**config.mk**
```make
export PLATFORM = sky130hd
export DESIGN_NAME = fetch_stage_q_flat
export DESIGN_NICKNAME = d
export VERILOG_FILES = /design/src/rtl/fetch_stage_q_pkg.sv /design/src/rtl/fetch_stage_q_if.sv /design/src/rtl/fetch_stage_q_rom.sv /design/src/rtl/fetch_stage_q.sv /design/src/flat_wrapper.sv
export SDC_FILE = /design/constraint.sdc
export NUM_CORES = 1
export LEC_CHECK = 0
export CAP_MARGIN = 20
export CORE_MARGIN = 4
export CORE_UTILIZATION = 55
export DETAILED_ROUTE_END_ITERATION = 8
export PLACE_DENSITY = 0.75
export SLEW_MARGIN = 30
export SYNTH_ARGS = -nofsm -noshare
export SYNTH_HDL_FRONTEND = slang
export SYNTH_SLANG_ARGS = --single-unit
```
**constraint.sdc**
```tcl
create_clock -name clk -period 2.75 [get_ports clk]
set_input_delay 0.275 -clock clk [delete_from_list [all_inputs] [get_ports clk]]
set_output_delay 0.275 -clock clk [all_outputs]
set_load 0.1 [all_outputs]
```
**src/rtl/fetch_stage_q_pkg.sv**
```systemverilog
`default_nettype none
// ------------------------------------------------------------------
// fetch_stage_q_pkg : shared widths, field helpers and ROM constants
// Rev 1.0
// ------------------------------------------------------------------
package fetch_stage_q_pkg;

  localparam int unsigned c_pc_w     = 8;
  localparam int unsigned c_inst_w   = 16;
  localparam int unsigned c_d_w      = 4;
  localparam int unsigned c_addr_w   = 8;
  localparam int unsigned c_tag_w    = 2;
  localparam int unsigned c_qdepth   = 4;

  // ROM image is generated from the address so no external hex file is needed
  localparam int unsigned c_rom_mask = 'h5A;
  localparam int unsigned c_rom_off  = 'h31;

  typedef enum logic [1:0] {
    CNT_HOLD = 2'd0,
    CNT_INC  = 2'd1,
    CNT_DEC  = 2'd2
  } cnt_op_e;

  // D field occupies inst[INST_W-5 -: D_W]
  function automatic int unsigned d_lsb(input int unsigned inst_w, input int unsigned d_w);
    return inst_w - 4 - d_w;
  endfunction

endpackage
`default_nettype wire

```
**src/rtl/fetch_stage_q_if.sv**
```systemverilog
`default_nettype none
// ------------------------------------------------------------------
// fetch_stage_q_if : redirect/hold controls and decode-side handshake
// Rev 1.0
// ------------------------------------------------------------------
interface fetch_stage_q_if
  import fetch_stage_q_pkg::*;
#(
  parameter int unsigned PC_W   = c_pc_w,
  parameter int unsigned INST_W = c_inst_w,
  parameter int unsigned D_W    = c_d_w,
  parameter int unsigned ADDR_W = c_addr_w,
  parameter int unsigned TAG_W  = c_tag_w,
  parameter int unsigned QDEPTH = c_qdepth
);

  logic                       fetch_hold;
  logic [TAG_W-1:0]           in_tag;
  logic                       redirect_vld;
  logic [PC_W-1:0]            redirect_pc;
  logic                       out_valid;
  logic                       out_ready;
  logic [PC_W-1:0]            out_pc;
  logic [INST_W-1:0]          out_inst;
  logic [D_W-1:0]             out_d;
  logic [ADDR_W-1:0]          out_addr;
  logic [TAG_W-1:0]           out_tag;
  logic [$clog2(QDEPTH):0]    q_count;

  modport master (
    output fetch_hold, in_tag, redirect_vld, redirect_pc, out_ready,
    input  out_valid, out_pc, out_inst, out_d, out_addr, out_tag, q_count
  );

  modport slave (
    input  fetch_hold, in_tag, redirect_vld, redirect_pc, out_ready,
    output out_valid, out_pc, out_inst, out_d, out_addr, out_tag, q_count
  );

endinterface
`default_nettype wire

```
**src/rtl/fetch_stage_q_rom.sv**
```systemverilog
`default_nettype none
// ------------------------------------------------------------------
// fetch_stage_q_rom : combinational instruction ROM, PC -> word
// Rev 1.0
// ------------------------------------------------------------------
module fetch_stage_q_rom
  import fetch_stage_q_pkg::*;
#(
  parameter int unsigned PC_W   = c_pc_w,
  parameter int unsigned INST_W = c_inst_w
) (
  input  logic [PC_W-1:0]   addr,
  output logic [INST_W-1:0] data
);

  localparam logic [PC_W-1:0] c_mask = PC_W'(c_rom_mask);
  localparam logic [PC_W-1:0] c_off  = PC_W'(c_rom_off);

  logic [2*PC_W-1:0] w_word;

  assign w_word = {addr ^ c_mask, addr + c_off};
  assign data   = INST_W'(w_word);

endmodule
`default_nettype wire

```
**src/rtl/fetch_stage_q.sv**
```systemverilog
`default_nettype none
// ------------------------------------------------------------------
// fetch_stage_q : fetch PC, ROM read and prefetch queue with redirect
// Rev 1.0
// ------------------------------------------------------------------
module fetch_stage_q
  import fetch_stage_q_pkg::*;
#(
  parameter int unsigned PC_W   = c_pc_w,
  parameter int unsigned INST_W = c_inst_w,
  parameter int unsigned D_W    = c_d_w,
  parameter int unsigned ADDR_W = c_addr_w,
  parameter int unsigned TAG_W  = c_tag_w,
  parameter int unsigned QDEPTH = c_qdepth
) (
  input  logic            clk,
  input  logic            en,
  fetch_stage_q_if.slave  fs
);

  localparam int unsigned PTR_W = $clog2(QDEPTH);
  localparam int unsigned CNT_W = PTR_W + 1;
  localparam int unsigned D_LSB = d_lsb(INST_W, D_W);
  localparam logic [CNT_W-1:0] c_full = CNT_W'(QDEPTH);

  typedef struct packed {
    logic [PC_W-1:0]   pc;
    logic [INST_W-1:0] inst;
    logic [TAG_W-1:0]  tag;
  } entry_t;

  entry_t            r_mem [QDEPTH];
  logic [PTR_W-1:0]  r_head;
  logic [PTR_W-1:0]  r_tail;
  logic [CNT_W-1:0]  r_count;
  logic [PC_W-1:0]   r_fetch_pc;

  logic [INST_W-1:0] w_rom_data;
  logic              w_valid;
  logic              w_pop;
  logic              w_push;
  cnt_op_e           w_cnt_op;
  entry_t            w_head;

  fetch_stage_q_rom #(
    .PC_W   (PC_W),
    .INST_W (INST_W)
  ) u_rom (
    .addr (r_fetch_pc),
    .data (w_rom_data)
  );

  assign w_valid = (r_count != '0);
  assign w_pop   = w_valid & fs.out_ready;
  // A full queue still accepts a fetch when the head leaves in the same cycle
  assign w_push  = ~fs.redirect_vld & ~fs.fetch_hold & ((r_count != c_full) | w_pop);

  always_comb begin
    w_cnt_op = CNT_HOLD;
    if (w_push && !w_pop) begin
      w_cnt_op = CNT_INC;
    end else if (!w_push && w_pop) begin
      w_cnt_op = CNT_DEC;
    end
  end

  always_ff @(posedge clk) begin
    if (!en) begin
      r_fetch_pc <= '0;
      r_head     <= '0;
      r_tail     <= '0;
      r_count    <= '0;
    end else if (fs.redirect_vld) begin
      r_fetch_pc <= fs.redirect_pc;
      r_head     <= '0;
      r_tail     <= '0;
      r_count    <= '0;
    end else begin
      if (w_push) begin
        r_fetch_pc <= r_fetch_pc + PC_W'(1);
        r_tail     <= r_tail + PTR_W'(1);
      end
      if (w_pop) begin
        r_head <= r_head + PTR_W'(1);
      end
      case (w_cnt_op)
        CNT_INC: r_count <= r_count + CNT_W'(1);
        CNT_DEC: r_count <= r_count - CNT_W'(1);
        default: r_count <= r_count;
      endcase
    end
  end

  // Storage carries no reset; occupancy alone decides what is valid
  always_ff @(posedge clk) begin
    if (en && w_push) begin
      r_mem[r_tail] <= '{pc: r_fetch_pc, inst: w_rom_data, tag: fs.in_tag};
    end
  end

  assign w_head = r_mem[r_head];

  assign fs.out_valid = w_valid;
  assign fs.q_count   = r_count;
  assign fs.out_pc    = w_valid ? w_head.pc                   : '0;
  assign fs.out_inst  = w_valid ? w_head.inst                 : '0;
  assign fs.out_d     = w_valid ? w_head.inst[D_LSB +: D_W]   : '0;
  assign fs.out_addr  = w_valid ? w_head.inst[ADDR_W-1:0]     : '0;
  assign fs.out_tag   = w_valid ? w_head.tag                  : '0;

endmodule
`default_nettype wire

```
**src/flat_wrapper.sv**
```systemverilog
// flat-port wrapper written by rule: the top's interface ports become plain ports
module fetch_stage_q_flat import fetch_stage_q_pkg::*;
#(
  parameter int unsigned PC_W   = c_pc_w,
  parameter int unsigned INST_W = c_inst_w,
  parameter int unsigned D_W    = c_d_w,
  parameter int unsigned ADDR_W = c_addr_w,
  parameter int unsigned TAG_W  = c_tag_w,
  parameter int unsigned QDEPTH = c_qdepth
)
  (clk, en, fs_fetch_hold, fs_in_tag, fs_redirect_vld, fs_redirect_pc, fs_out_ready, fs_out_valid, fs_out_pc, fs_out_inst, fs_out_d, fs_out_addr, fs_out_tag, fs_q_count);
  fetch_stage_q_if #(.PC_W(PC_W), .INST_W(INST_W), .D_W(D_W), .ADDR_W(ADDR_W), .TAG_W(TAG_W), .QDEPTH(QDEPTH)) fs_i ();
  input  logic clk;
  input  logic en;
  input wire logic [$bits(fs_i.fetch_hold)-1:0] fs_fetch_hold;
  input wire logic [$bits(fs_i.in_tag)-1:0] fs_in_tag;
  input wire logic [$bits(fs_i.redirect_vld)-1:0] fs_redirect_vld;
  input wire logic [$bits(fs_i.redirect_pc)-1:0] fs_redirect_pc;
  input wire logic [$bits(fs_i.out_ready)-1:0] fs_out_ready;
  output wire logic [$bits(fs_i.out_valid)-1:0] fs_out_valid;
  output wire logic [$bits(fs_i.out_pc)-1:0] fs_out_pc;
  output wire logic [$bits(fs_i.out_inst)-1:0] fs_out_inst;
  output wire logic [$bits(fs_i.out_d)-1:0] fs_out_d;
  output wire logic [$bits(fs_i.out_addr)-1:0] fs_out_addr;
  output wire logic [$bits(fs_i.out_tag)-1:0] fs_out_tag;
  output wire logic [$bits(fs_i.q_count)-1:0] fs_q_count;
  assign fs_i.fetch_hold = fs_fetch_hold;
  assign fs_i.in_tag = fs_in_tag;
  assign fs_i.redirect_vld = fs_redirect_vld;
  assign fs_i.redirect_pc = fs_redirect_pc;
  assign fs_i.out_ready = fs_out_ready;
  assign fs_out_valid = fs_i.out_valid;
  assign fs_out_pc = fs_i.out_pc;
  assign fs_out_inst = fs_i.out_inst;
  assign fs_out_d = fs_i.out_d;
  assign fs_out_addr = fs_i.out_addr;
  assign fs_out_tag = fs_i.out_tag;
  assign fs_q_count = fs_i.q_count;
  fetch_stage_q #(.PC_W(PC_W), .INST_W(INST_W), .D_W(D_W), .ADDR_W(ADDR_W), .TAG_W(TAG_W), .QDEPTH(QDEPTH)) u_core (.clk(clk), .en(en), .fs(fs_i));
endmodule
```
* Word-level counts from Yosys, hierarchy flattened
Memory sizes are Yosys's and may differ from the RTL's. A register that Yosys moved wholly into a read port is not among the register bits.
Cells that the tools add are included.
** Cells by class
- Add/subtract/negate cells :: 6
- Eq/ne operators :: 3
- Muxes and demuxes :: 14
- Bitwise gates (word level) :: 8
- Reduce and logical (&&, ||, !) cells :: 9
** Operators with widths (number)
- $mux W8 :: 4
- $mux W16 :: 1
- $mux W2 :: 5
- $add A8 B1 Y8 const B :: 1
- $add A8 B6 Y8 const B :: 1
- $pmux W3 S2 :: 1
- $add A2 B1 Y2 const B :: 2
- $mux W4 :: 1
- $not A4 Y4 :: 1
- $reduce_bool A2 Y1 :: 2
- $add A3 B1 Y3 const B :: 1
- $and A1 B1 Y1 :: 3
- $logic_and A1 B1 Y1 :: 3
- $ne A3 B3 Y1 const B :: 1
- $not A1 Y1 :: 3
- $reduce_bool A3 Y1 :: 1
- $sub A3 B1 Y3 const B :: 1
- $eq A2 B1 Y1 const B :: 1
- $eq A2 B2 Y1 const B :: 1
- $logic_not A1 Y1 :: 2
- $mux W1 :: 2
- $reduce_or A2 Y1 :: 1
- $or A1 B1 Y1 :: 1
** Storage, ports and cells
- Flip-flop bits (word level) :: 15
- RAM bits :: 104
- Word-level logic and storage cells :: 45
- Memories kept :: 1
** Memory list
- u_core.r_mem :: depth 4, width 26, rd ports 1, clocked after Yosys merged registers in 1, write ports 1, RTL line fetch_stage_q.sv:32 : entry_t r_mem [QDEPTH];

* Depth between registers and ports, before layout
Gate-level depths: netlist (run 1).
- Word-level depth :: 10
- Depth in mapped cells :: 10

* Cells and area by module
From an unflattened synthesis (run 1), not the netlist that was laid out.
** Unflattened totals
- Cell total of the unflattened synthesis :: 323
- Area total of the unflattened synthesis :: 5251.3 µm²
** By module, submodules not included
- fetch_stage_q :: times used 1, cells an instance 302, area an instance 5101.1 µm²
- fetch_stage_q_rom :: times used 1, cells an instance 21, area an instance 150.1 µm²

* Worst setup path before layout (run 1)
No wires, ideal clock.
- Path kind :: register to output
- From :: register u_core.r_count[0] (netlist: u_core.fs.q_count[0])
- To :: output fs_out_inst[10]
- Arrival :: 3759 ps
- Required time :: 2475 ps
- Setup slack :: -1284 ps
- Stages on the path, launching flop included :: 7
- Cell sequence :: dfxtp_1 > buf_6 > or3_1 > buf_2 > clkbuf_1 > and2_1 > buf_4
** Between the ends
- Word-level cells in the longest chain between the ends :: 2
** RTL lines
- start: declaration :: RTL line fetch_stage_q.sv:35 : logic [CNT_W-1:0] r_count;
- start signal: assignment :: RTL line fetch_stage_q.sv:87 : CNT_INC: r_count <= r_count + CNT_W'(1);
- start signal: assignment :: RTL line fetch_stage_q.sv:88 : CNT_DEC: r_count <= r_count - CNT_W'(1);
- start signal: assignment :: RTL line fetch_stage_q.sv:89 : default: r_count <= r_count;
- $reduce_bool A3 Y1 :: RTL line fetch_stage_q.sv:53 : assign w_valid = (r_count != '0);
- net fs_out_valid :: RTL line flat_wrapper.sv:20 : output wire logic [$bits(fs_i.out_valid)-1:0] fs_out_valid;
- $mux W16 :: RTL line fetch_stage_q.sv:106 : assign fs.out_inst = w_valid ? w_head.inst : '0;
- end: declaration :: RTL line flat_wrapper.sv:22 : output wire logic [$bits(fs_i.out_inst)-1:0] fs_out_inst;
The timed path passes the listed nets, and every way through them passes these cells.

==> results of run 1 <==
[power by group through the flow]
stage	clock network [mW]	registers [mW]	logic, mW
finish	0.937	1.78	0.480
global route	1.04	1.78	0.500
CTS	0.960	1.78	0.482
detailed placement	0	1.82	0.481
global placement	0	1.81	0.474
floorplan	0	1.81	0.313
[flip-flops by register name, summed over array words and instances, names as in the netlist, named ones only]
| name | cells |
|---|---|
| u_core.fs.q_count | 3 |
| u_core.r_head | 2 |
| u_core.r_mem | 88 |
| u_core.r_tail | 2 |
| u_core.r_fetch_pc | 8 |
[path summary, 6_finish.rpt]
check,startpoint,end,slack (ns),cells past startpoint
setup / recovery,flop,fs_out_d[2],0.35,4
setup reg to reg,u_core.fs.q_count[0],u_core.fs.q_count[2],0.69,6
hold reg to reg,u_core.r_tail[1],u_core.r_tail[1],0.51,2
hold / removal,u_core.r_tail[1],u_core.r_tail[1],0.51,2
[kinds of logic (layout without fill, tap and decap cells)]
group / after synthesis / count (layout) / share of synthesized area, %
flops: 105 / 105 / 65.4
fa+ha+maj: 6 / 6 / 1.81
xor+xnor: 10 / 10 / 1.92
buf+inv: 42 / 96 / 5.18
compound gates: 31 / 31 / 5.16
mux: 24 / 24 / 11.3
simple gates: 75 / 75 / 9.22
[critical path: stages (launching register included)]
cell and delay (ns):
sky130_fd_sc_hd__dfxtp_1 0.32, sky130_fd_sc_hd__buf_4 0.38, sky130_fd_sc_hd__mux4_2 0.58, sky130_fd_sc_hd__and2_2 0.28, sky130_fd_sc_hd__buf_12 0.19
[per-layer routing]
layer	wire length [um]	track usage, %	up-vias
li1	-	-	1205
met1	3460	24.2	1268
met2	4200	29.5	90
met3	375	2.19	13
met4	172	7.46	0
met5	0	0	-
[cell usage in the layout, fill, tap and decap left out, types with 5 or more instances in the layout]
master and n:
sky130_fd_sc_hd__ha_1 5, sky130_fd_sc_hd__clkbuf_8 9, sky130_fd_sc_hd__and2_2 12, sky130_fd_sc_hd__xnor2_1 6, sky130_fd_sc_hd__edfxtp_1 88, sky130_fd_sc_hd__nand2_1 16
sky130_fd_sc_hd__buf_12 39, sky130_fd_sc_hd__mux4_2 22, sky130_fd_sc_hd__clkdlybuf4s50_1 14, sky130_fd_sc_hd__and3_1 5, sky130_fd_sc_hd__nor3_1 6, sky130_fd_sc_hd__and2_1 12
sky130_fd_sc_hd__inv_1 13, sky130_fd_sc_hd__o21a_1 5, sky130_fd_sc_hd__buf_4 14, sky130_fd_sc_hd__nand3_1 5, sky130_fd_sc_hd__dfxtp_1 14, sky130_fd_sc_hd__nor2_1 8
[layout make-up]
class                           count  share of cell area, %
Inverter                           13                  0.849
Clock buffer                        9                   2.16
Tap cell                          102                   2.22
Multi-Input combinational cell    146                   23.6
Sequential cell                   105                   52.0
Timing Repair Buffer               67                   17.9
Clock inverter                      7                   1.33
[Yosys cell counts, types with 5 or more instances]
cell / n / area (um2)
sky130_fd_sc_hd__edfxtp_1: 88 / 2640
sky130_fd_sc_hd__and2_1: 24 / 150
sky130_fd_sc_hd__mux4_2: 22 / 495
sky130_fd_sc_hd__dfxtp_1: 17 / 340
sky130_fd_sc_hd__buf_4: 16 / 120
sky130_fd_sc_hd__nand2_1: 16 / 60.1
sky130_fd_sc_hd__inv_1: 13 / 48.8
sky130_fd_sc_hd__nor2_1: 8 / 30.0
sky130_fd_sc_hd__clkbuf_1: 6 / 22.5
sky130_fd_sc_hd__nor3_1: 6 / 30.0
sky130_fd_sc_hd__xnor2_1: 6 / 52.6
sky130_fd_sc_hd__and3_1: 5 / 31.3
sky130_fd_sc_hd__ha_1: 5 / 62.6
sky130_fd_sc_hd__nand3_1: 5 / 25.0
sky130_fd_sc_hd__o21a_1: 5 / 37.5
==> flow_metrics.tcl, run 1 <==
set metrics [dict create \
    status "finished, final reports clean" \
    gr_ovfl_total 0 \
    multi_input_comb_area_um2 1360 \
    die_wd_um 99.1 \
    placedCellCount 433 \
    core_region_area_um2 7890 \
    ctsHoldBuffers 0 \
    start_util_pct 57.8 \
    critPathKind "flop to output port" \
    combPwrFrac_pct 15.0 \
    grt_setup_unrepaired "no" \
    clock_power_share_pct 29.3 \
    p_per_area_nw_per_um2 556 \
    antenna_cells_inserted 0 \
    timing.final.crit_share_pct 87.1 \
    power_switching_mw 0.844 \
    async_set_or_reset_flop_fraction_in_the_synthesized_netlist_pct 0 \
    p_total_mw 3.20 \
    dp_slack_ns 0.418 \
    finalHoldViolations 0 \
    top_level_ports 57 \
    totalNegativeSetupSlack_ns 0 \
    detailroute.via_count 2576 \
    p_int_mw 2.35 \
    drt_pre_antenna_iters 4 \
    vias_per_cell 5.74 \
    wire_length_of_the_first_global_routing_pass_mm 13.6 \
    finalWeightedCongestion 0.857 \
    post_cts_resize_count 0 \
    clkLatencyLatePin_ns 0.35 \
    cts_tree "done" \
    syn_area_per_cell_um2 15.6 \
    place.detailed.hpwl_mm 5.48 \
    crit_path_setup_slack_layout_ns 0.354 \
    portion_of_the_post_synthesis_area_used_by_sequential_elements_pct 65.4 \
    numCtsBuffers 9 \
    clock_tree.buffer_depth 2 \
    swShare_pct 26.4 \
    critical_path.max_fanout 22 \
    post_synth_num_cell_types 45 \
    post_layout_nonfiller_instances 449 \
    die_height_um 99.1 \
    areaGrowthSynthToFinish_pct 26.0 \
    grt_util_all_layers_pct 17.9 \
    max_slew_margin_pct 68.4 \
    synth.net_count 314 \
    proportion_of_layout_cells_with_a_drive_suffix_above_1_pct 32.3 \
    place.port_buffers 56 \
    critPathLaunchType "flop" \
    post_cts.repair.setup_buffers 0 \
    mappedNetlistArea_um2 4560 \
    cts-root-buf "sky130_fd_sc_hd__clkbuf_8" \
    arrival_time_worst_endpoint_ns 2.12 \
    clock_sinks 105 \
    synth-edff-count 88 \
    min-delay-path-class "flop to flop" \
    clk_transition_reported_paths_ns 0.09 \
    avgRoutedWirePerCell_um 18.3 \
    timing.final.crit_period_ns 2.40 \
    post_dp_cell_area_um2 5550 \
    ys_dominant_reg_cell "sky130_fd_sc_hd__edfxtp_1" \
    fp.dieArea_um2 9820 \
    max_clock_freq_ghz 0.417 \
    drc_errors 0 \
    maxCapViolCount 0 \
    timing_max_transition_violations_final 0 \
    grt_pass1_vias 2544 \
    final_net_count 363 \
    finalSetupViolations 0 \
    timing.clock.skew_ns 0.00985 \
    sequential_cell_area_um2 2990 \
    vdd_ir_drop_max_v 0.000354 \
    syn_inst 293 \
    ys_warn_count 0 \
    fill_cells 462 \
    grt_max_degree 23 \
    floorplan.rows 32 \
    worstMarginPinSlew_ns 0.472 \
    fraction_of_the_core_area_covered_by_cells_at_the_end_of_the_flow_pct 72.9 \
    yosys_register_bits 105 \
    cts_htree_levels 3 \
    pwr-share-seq_pct 55.7 \
    drt_wl_total_mm 8.21 \
    drtAntennaViolNets 0 \
    critical_path_required_ns 2.48 \
    worst_hold_slack_ns 0.509 \
    leakage_nw 1.92 \
    layout.cell_area.non_filler_um2 5750 \
    end_kind "output port" \
    drt_iter0_drc 171 \
    grt_antenna_before_repair 0 \
]
(Power assumes the default switching activity.)
==> inputs of run 2 (changes only) <==
--- a/config.mk
+++ b/config.mk
@@ -8,8 +8,10 @@
 export CAP_MARGIN = 20
 export CORE_MARGIN = 4
 export CORE_UTILIZATION = 55
+export CTS_CLUSTER_SIZE = 12
 export DETAILED_ROUTE_END_ITERATION = 8
 export PLACE_DENSITY = 0.75
+export RECOVER_POWER = 25
 export SLEW_MARGIN = 30
 export SYNTH_ARGS = -nofsm -noshare
 export SYNTH_HDL_FRONTEND = slang
==> run 2 against run 1 <==
Effect of this change:
- critical endpoint unchanged
- highest routed layer unchanged
- core utilization stayed put
- clock power is essentially flat
- worst setup slack improved by 0.0030 ns
- sequential share of layout area did not move
- via count about the same
==> flow_metrics.tcl, run 2 (synthesis results as in run 1) <==
set metrics [dict create \
    drtAntennaViolNets 0 \
    fp.dieArea_um2 9820 \
    regToRegStartpoint "u_core.fs.q_count[0]" \
    swShare_pct 26.4 \
    layout.cell_area.non_filler_um2 5750 \
    grt_util_all_layers_pct 17.9 \
    timing.final.crit_period_ns 2.39 \
    capturing_point_of_the_worst_reg2reg_path "u_core.fs.q_count[2]" \
    max_slew_margin_pct 68.7 \
    drt_iter0_drc 171 \
    floorplan.rows 32 \
    leakage_nw 1.92 \
    die_height_um 99.1 \
    clkLatencyLatePin_ns 0.35 \
    pwr-share-seq_pct 55.7 \
    drt_pre_antenna_iters 4 \
    cts_tree "done" \
    detailroute.via_count 2578 \
    fill_cells 462 \
    proportion_of_layout_cells_with_a_drive_suffix_above_1_pct 32.3 \
    place.detailed.hpwl_mm 5.48 \
    timing.reg2reg.worst_path_depth 6 \
    timing_max_transition_violations_final 0 \
    critPathLaunchType "flop" \
    core_region_area_um2 7890 \
    reg2reg_setup_slack_ns 0.70 \
    maxCapViolCount 0 \
    totalNegativeSetupSlack_ns 0 \
    post_dp_cell_area_um2 5550 \
    die_wd_um 99.1 \
    hold_path_end "u_core.r_tail[1]" \
    clock_power_share_pct 29.3 \
    post_cts_resize_count 0 \
    combPwrFrac_pct 15.0 \
    timing.hold.worst_path_depth 2 \
    layout.cells.most_common "sky130_fd_sc_hd__edfxtp_1" \
    critPathKind "flop to output port" \
    grt_pass1_vias 2544 \
    top_level_ports 57 \
    critical_path.max_fanout 22 \
    vdd_ir_drop_max_v 0.000355 \
    worstMarginPinSlew_ns 0.467 \
    place.port_buffers 56 \
    clk_transition_reported_paths_ns 0.09 \
    finalSetupViolations 0 \
    grt_setup_unrepaired "no" \
    wire_length_of_the_first_global_routing_pass_mm 13.6 \
    max_clock_freq_ghz 0.418 \
    p_int_mw 2.35 \
    end_kind "output port" \
    worstHoldStart "u_core.r_tail[1]" \
    vias_per_cell 5.74 \
    cts-root-buf "sky130_fd_sc_hd__clkbuf_8" \
    post_cts.repair.setup_buffers 0 \
    drt_wl_total_mm 8.21 \
    drc_errors 0 \
    most-common-layout-cells "sky130_fd_sc_hd__edfxtp_1 (88), sky130_fd_sc_hd__buf_12 (39), sky130_fd_sc_hd__mux4_2 (22)" \
    start_util_pct 57.8 \
    min-delay-path-class "flop to flop" \
    gr_ovfl_total 0 \
    ctsHoldBuffers 0 \
    flip_flop_count_of_the_largest_register_after_layout 88 \
    timing.clock.skew_ns 0.0103 \
    finalWeightedCongestion 0.857 \
    arrival_time_worst_endpoint_ns 2.12 \
    timing.final.crit_share_pct 87.0 \
    finalHoldViolations 0 \
    power_switching_mw 0.844 \
    grt_antenna_before_repair 0 \
    p_per_area_nw_per_um2 556 \
    critical_path_required_ns 2.48 \
    cts_htree_levels 3 \
    final_net_count 363 \
    avgRoutedWirePerCell_um 18.3 \
    grt_max_degree 23 \
    numCtsBuffers 9 \
    areaGrowthSynthToFinish_pct 26.0 \
    regMostFlops "u_core.r_mem" \
    antenna_cells_inserted 0 \
    status "finished, final reports clean" \
    clock_tree.buffer_depth 2 \
    clock_sinks 105 \
]
[run 2: cell types whose count changed in the layout (fill, tap and decap cells not counted)]
| cell | before | now |
|---|---|---|
| sky130_fd_sc_hd__clkdlybuf4s50_1 | 14 | 12 |
| sky130_fd_sc_hd__dlygate4sd3_1 | 0 | 2 |
[run 2: cell type report]
cell class	instances	area, um2	share of cell area (%)
tap	102	128	2.22
inverter	13	48.8	0.849
clock inverter	7	76.3	1.33
sequential	105	2990	52.0
clock buffer	9	124	2.16
timing repair buffer	67	1030	17.9
multi-input combinational	146	1360	23.6
[run 2: through the flow]
step,utilization [%],total power [mW],hold slack (ns),worst slack [ns],cells
2_1_floorplan,-,2.13,0.374,0.0600,293
3_3_place_gp,70.3,2.29,0.482,0.483,433
3_5_place_dp,70.3,2.30,0.493,0.418,433
4_1_cts,72.9,3.22,0.505,0.329,449
5_1_grt,72.9,3.32,0.538,0.258,449
6_report,72.9,3.20,0.509,0.357,449
[run 2: worst max path at each step]
stage | from | end | slack [ns]
3_3_place_gp | fs_redirect_vld | u_core.r_mem[1][13] | 0.48
2_1_floorplan | u_core.fs.q_count[0] | fs_out_inst[10] | 0.06
5_1_grt | flop | fs_out_d[2] | 0.26
6_report | flop | fs_out_d[2] | 0.36
4_1_cts | flop | fs_out_d[2] | 0.33
3_5_place_dp | fs_redirect_vld | u_core.r_mem[1][13] | 0.42
[run 2: power by group through the flow]
stage	Combinational [mW]	Clock (mW)	Sequential [mW]
finish	0.479	0.937	1.78
global route	0.500	1.04	1.78
CTS	0.482	0.960	1.78
detailed placement	0.481	0	1.82
global placement	0.474	0	1.81
floorplan	0.313	0	1.81
[run 2: per-layer routing]
layer / share of wire [%] / vias up / GRT usage (%)
met5: 0 / - / 0
met4: 2.2 / 0 / 7.46
met3: 4.7 / 15 / 2.19
met2: 51 / 95 / 29.5
met1: 42 / 1262 / 24.2
li1: - / 1206 / -
[run 2: critical path, stage by stage, from the launching register on]
cell and delay (ns):
sky130_fd_sc_hd__dfxtp_1 0.32, sky130_fd_sc_hd__buf_4 0.38, sky130_fd_sc_hd__mux4_2 0.58, sky130_fd_sc_hd__and2_2 0.28, sky130_fd_sc_hd__buf_12 0.19
